--- config.mk ---
export PLATFORM = sky130hd
export DESIGN_NAME = seg_scroll_ctrl
export DESIGN_NICKNAME = d
export VERILOG_FILES = /design/src/rtl/seg_scroll_ctrl.sv
export SDC_FILE = /design/constraint.sdc
export NUM_CORES = 1
export LEC_CHECK = 0
export BUFFER_PORTS_ARGS = -buffer_cell sky130_fd_sc_hd__buf_4
export CORE_UTILIZATION = 45
export DETAILED_ROUTE_END_ITERATION = 10
export GPL_TIMING_DRIVEN = 1
export RECOVER_POWER = 100
export SLEW_MARGIN = 5
export SYNTH_ARGS = -nofsm -noshare
export SYNTH_HDL_FRONTEND = slang
export SYNTH_SLANG_ARGS = --single-unit
--- constraint.sdc ---
create_clock -name clk -period 4.9 [get_ports clk]
set_input_delay 0.98 -clock clk [delete_from_list [all_inputs] [get_ports clk]]
set_output_delay 0.98 -clock clk [all_outputs]
set_load 0.1 [all_outputs]
--- src/rtl/seg_scroll_ctrl.sv ---
// Scan and scroll controller for an 8-digit seven-segment display with a 16-entry message buffer.
// Optional anode dimming is compiled in when SEG_DIM_EN is defined.
module seg_scroll_ctrl #(
    parameter int MSG_LEN       = 16,
    parameter int SCAN_DIV      = 1000,
    parameter int SCROLL_FRAMES = 250
) (
    input  logic       clk,
    input  logic       rst,
`ifdef SEG_DIM_EN
    input  logic [2:0] duty,
`endif
    input  logic       wr_en,
    input  logic [3:0] wr_addr,
    input  logic [4:0] wr_data,
    input  logic       scroll_en,
    input  logic       restart,
    output logic [7:0] cathodes,
    output logic [7:0] anodes,
    output logic       wrap
);

    localparam int PW = $clog2(SCAN_DIV);
    localparam int FW = (SCROLL_FRAMES > 1) ? $clog2(SCROLL_FRAMES) : 1;

    logic [4:0]    msg_buf [16];
    logic [PW-1:0] pre;
    logic [2:0]    pos;
    logic [3:0]    offset;
    logic [FW-1:0] frame_cnt;
    logic [7:0]    anodes_r;
    logic          tick;
    logic          frame_end;
    logic          step;
    logic          last_off;
    logic [4:0]    sum;
    logic [4:0]    idx;
    logic [4:0]    cur_char;

    function automatic logic [6:0] glyph(input logic [4:0] c);
        logic [6:0] g;
        case (c[3:0])
            4'h0: g = 7'b1111110;
            4'h1: g = 7'b0110000;
            4'h2: g = 7'b1101101;
            4'h3: g = 7'b1111001;
            4'h4: g = 7'b0110011;
            4'h5: g = 7'b1011011;
            4'h6: g = 7'b1011111;
            4'h7: g = 7'b1110000;
            4'h8: g = 7'b1111111;
            4'h9: g = 7'b1111011;
            4'hA: g = 7'b1110111;
            4'hB: g = 7'b0011111;
            4'hC: g = 7'b1001110;
            4'hD: g = 7'b0111101;
            4'hE: g = 7'b1001111;
            default: g = 7'b1000111;
        endcase
        return c[4] ? 7'b0 : g;
    endfunction

    // Buffer is deliberately not reset; out-of-range addresses are dropped.
    always_ff @(posedge clk) begin
        if (wr_en && (32'(wr_addr) < MSG_LEN))
            msg_buf[wr_addr] <= wr_data;
    end

    assign tick      = (pre == PW'(SCAN_DIV - 1));
    assign frame_end = tick && (pos == 3'd7);
    assign step      = frame_end && scroll_en && (frame_cnt == FW'(SCROLL_FRAMES - 1));
    assign last_off  = (offset == 4'(MSG_LEN - 1));

    // offset < MSG_LEN and pos < 8 <= MSG_LEN, so one subtraction is a full modulo.
    assign sum      = {1'b0, offset} + {2'b00, pos};
    assign idx      = (sum >= 5'(MSG_LEN)) ? sum - 5'(MSG_LEN) : sum;
    assign cur_char = msg_buf[idx[3:0]];

    always_ff @(posedge clk or posedge rst) begin
        if (rst) begin
            pre       <= '0;
            pos       <= '0;
            offset    <= '0;
            frame_cnt <= '0;
            anodes_r  <= '0;
            cathodes  <= '0;
            wrap      <= 1'b0;
        end else begin
            wrap <= 1'b0;
            if (restart) begin
                pre       <= '0;
                pos       <= '0;
                offset    <= '0;
                frame_cnt <= '0;
                anodes_r  <= '0;
                cathodes  <= '0;
            end else begin
                pre <= tick ? '0 : pre + 1'b1;
                if (tick) begin
                    anodes_r <= 8'h80 >> pos;
                    cathodes <= {glyph(cur_char), 1'b0};
                    pos      <= pos + 3'd1;
                end
                // Offset only moves at frame end, so a frame never mixes two offsets.
                if (frame_end && scroll_en) begin
                    if (step) begin
                        frame_cnt <= '0;
                        offset    <= last_off ? 4'd0 : offset + 4'd1;
                        wrap      <= last_off;
                    end else begin
                        frame_cnt <= frame_cnt + 1'b1;
                    end
                end
            end
        end
    end

`ifdef SEG_DIM_EN
    if (SCAN_DIV % 8 != 0) begin : g_div_chk
        $error("SCAN_DIV must be a multiple of 8 when dimming is enabled");
    end

    // Slot starts with pre=0, so anodes light for the first (duty+1)/8 of it.
    logic [31:0] dim_thr;
    assign dim_thr = ((32'(duty) + 32'd1) * 32'(SCAN_DIV)) >> 3;
    assign anodes  = (32'(pre) < dim_thr) ? anodes_r : 8'h00;
`else
    assign anodes = anodes_r;
`endif

endmodule

==> summary.md <==
| Metric | Value |
|---|---|
| Total of cells resized after clock tree synthesis | `0` |
| Largest net degree at the start of global routing | `42` |
| Clock root buffer master | `clkbuf_16` |
| Residual overflow from global routing | `0` |
| Cell type group with the largest total delay on the critical path | `simple AND/OR/NAND/NOR gates` |
| Instance count on the critical path | `9` |
| Antenna diode count | `0` |
| Worst-path clk slew | `approximately 0.05 ns` |
| Setup crit start kind | `register` |
| Maximum fanout encountered on the critical timing path | `15` |
| Period utilisation layout | `0.757` |
| Synth Net Count | `a little over 400` |
| Leading cell types by total area after synthesis | `edfxtp_1 (44%), dfrtp_1 (19%), mux4_2 (8.3%), ha_1 (4.4%), nor2_1 (3.0%)` |
| Count of clock tree sinks | `121` |
| Top-level port count | `31` |
| Outcome | `finished with violations` |
| Detail-routed net length per standard cell | `around 18 µm` |
| Area of combinational cells with multiple inputs | `1880 µm²` |
| Setup repair after global routing missed its margin | `no` |
| Detailed Routing Iterations Pass 1 | `7` |
| Worst hold slack | `about 0.46 ns` |
| Arrival time at the worst endpoint | `roughly 4.0 ns` |
| DRC viols | `4` |
| Slew of the pin with the lowest slew margin | `about 2.2 ns` |
| Crit-path max cell delay | `about 1.1 ns` |
| Endpoint with the worst hold slack | `pre[0]` |
| Async set-reset flop share out of synthesis | `0.339` |
| Most numerous cell in the Yosys netlist | `edfxtp_1` |
| Buf/Inv on CP | `1` |
| Cells along the critical path | `ha_1 -> nand4_1 -> nor4_4 -> clkbuf_1 -> nand3_1 -> nor4_1 -> nand2_2 -> or3_1 -> a21oi_1` |
| Count of flip-flops with a built-in enable after synthesis | `80` |
| Max Cap Viol | `1` |
| Critical path type | `reg -> reg` |
| Die W | `around 110 µm` |
| Area of the core | `between 10000 and 15000 µm²` |
| Number of standard-cell rows in the floorplan | `39` |
| Total Negative Setup Slacks | `0 ns` |
| Routed via count divided by cell count | `5.43` |
| Prevailing post-synth register cell | `edfxtp_1` |
| Full die area | `around 13000 µm²` |
| Number of CTS-inserted buffers | `17` |
| Total global-route track usage | `0.181` |
| GP Congestion | `0.761` |
| HPWL after detailed placement | `between 6000 and 7000 µm` |
| Post-synthesis instance area | `about 5400 µm²` |
| Min Clock Period, post-route | `3.71 ns` |
| Sequential area share after synthesis | `0.630` |
| DIE HEIGHT | `approximately 110 µm` |
| Post-cts hold buffer count | `0` |
| Layout Cell Area excl Fill | `between 6000 and 7000 µm²` |
| LEAKAGE | `between 2 and 2.5 nW` |
| Violations in the final reports | `DRC, capacitance limit, slew limit` |
| Synthesized flop and latch total | `between 100 and 150` |
| Total setup buffers inserted after CTS | `0` |
| Number of buffers inserted by port buffering | `29` |
| Class of the worst hold path | `reg -> reg` |
| Initial Utilization | `0.468` |
| Depth of the worst hold-timing path | `1` |
| Critical Path RT | `about 5.2 ns` |
| Number of inserted filler cells in the final layout | `approximately 960` |
| Largest area contributor in the synthesized netlist | `edfxtp_1` |
| Final setup violation count | `0` |
| Distinct cell type count of the synthesized netlist | `45` |
| Cell area power density | `about 380 nW/µm²` |
| Area after DPL | `~5800 µm²` |
| Share of cells above drive strength 1 | `0.158` |
| Final nets | `445` |
| Number of global-route vias before repair | `~3200` |
| Setup slack, reg-to-reg | `1.19 ns` |
| Final number of hold-violating endpoints | `0` |
| H-tree depth reported by CTS | `4` |
| Antenna violations before repair | `0` |
| Upper clock frequency limit | `~270 MHz` |
| Max-slew headroom at the worst pin | `-0.446` |
| CP endpoint kind | `register` |
| Routed Wire Length | `between 10000 and 15000 µm` |
| Area growth from synthesis to final layout | `14.8%` |
| CP max stage cell | `nor4_1` |
| Crit Reg-Reg Endpoint | `offset[3]` |
| Detail Route Antenna Nets | `0` |
| Bufs on Longest Clock Path | `2` |
| Area of all sequential standard cells | `roughly 3400 µm²` |
| Worst vdd ir | `0.000311 V` |
| Top cell type's share of synthesized area | `0.442` |
| Total number of vias | `3077` |
| Tot Pwr | `around 2.4 mW` |
| Length in cells of the worst reg-to-reg path | `9` |
| Gate count of the mapped netlist | `between 300 and 400` |
| Layout Skew | `between 0.006 and 0.007 ns` |
| Post-synthesis area per instance | `approximately 15 µm²` |
| Wire length of the first global-routing pass | `between 15000 and 20000 µm` |
| Number of DRC markers in iteration 0 | `between 200 and 300` |
| Hold Startpoint | `pre[0]` |
| Clock insertion delay at the later pin of the skew report | `0.42 ns` |
| Pins over their slew limit | `42` |
| Commonest cells in the netlist | `edfxtp_1 (80), nor2_1 (43), dfrtp_1 (41), nand2_1 (25), mux4_2 (20)` |
| Worst reg2reg startpoint | `pre[0]` |
| Syn. warnings | `0` |
| CTS tree | `built` |
-- flip-flops by register name (all words and copies together), names as in the netlist --
| register | flops |
|---|---|
| msg_buf | 80 |
| frame_cnt | 8 |
| offset | 4 |
| pre | 10 |
| anodes | 8 |
| pos | 3 |
| cathodes | 7 |
| wrap | 1 |
-- how the worst max path moves through the flow --
stage / start / to
after floorplan: offset[0] / cathodes[4]
after global placement: pos[0] / cathodes[5]
after detailed placement: pos[0] / cathodes[5]
after CTS: pos[0] / cathodes[5]
after global routing: pre[0] / offset[3]
final: pre[0] / offset[3]
-- power breakdown --
| part | leakage, nW | total, mW | switching [mW] | internal, mW |
|---|---|---|---|---|
| Combinational | 0.698 | 0.0575 | 0.0429 | 0.0146 |
| Clock | 0.271 | 1.21 | 0.461 | 0.746 |
| Sequential | 1.29 | 1.11 | 0.00468 | 1.11 |
| Total | 2.26 | 2.38 | 0.509 | 1.87 |
-- metal layers --
metal / track usage / part of all wire / up-vias
met5: 0 / 0 / -
met4: 0.0667 / 0.0093 / 0
met3: 0.0724 / 0.065 / 11
met2: 0.272 / 0.47 / 80
met1: 0.237 / 0.46 / 1518
li1: - / - / 1468
-- placed cells by master (no fill, tap or decap), types with 8 or more instances in the layout --
| cell type | n |
|---|---|
| nand3_1 | 11 |
| ha_1 | 19 |
| dfrtp_1 | 41 |
| inv_1 | 8 |
| a21oi_1 | 15 |
| nor2_1 | 43 |
| xor2_1 | 10 |
| mux2i_1 | 15 |
| edfxtp_1 | 80 |
| mux4_2 | 20 |
| clkbuf_16 | 17 |
| nand2_1 | 25 |
| clkbuf_1 | 28 |
-- final cells by class --
class / instances / share of cell area
Multi-Input combinational cell: 229 / 0.301
Inverter: 8 / 0.00481
Sequential cell: 121 / 0.549
Clock inverter: 15 / 0.0242
Tap cell: 143 / 0.0286
Timing Repair Buffer: 34 / 0.0240
Clock buffer: 17 / 0.0681
-- through the flow --
step,util,setup slack (ns),cells
floorplan,-,1.68,373
global placement,0.499,1.41,535
detailed placement,0.499,1.35,535
CTS,0.549,1.33,567
global route,0.538,0.762,567
finish,0.538,1.19,567
-- logic make-up after synthesis --
group           share of synthesized area
compound gates                     0.0483
buf+inv                            0.0202
other cells                      0.000689
flops                               0.630
mux                                 0.125
xor+xnor                           0.0271
simple gates                        0.101
fa+ha+maj                          0.0474
Power figures use the tool's default switching activity.
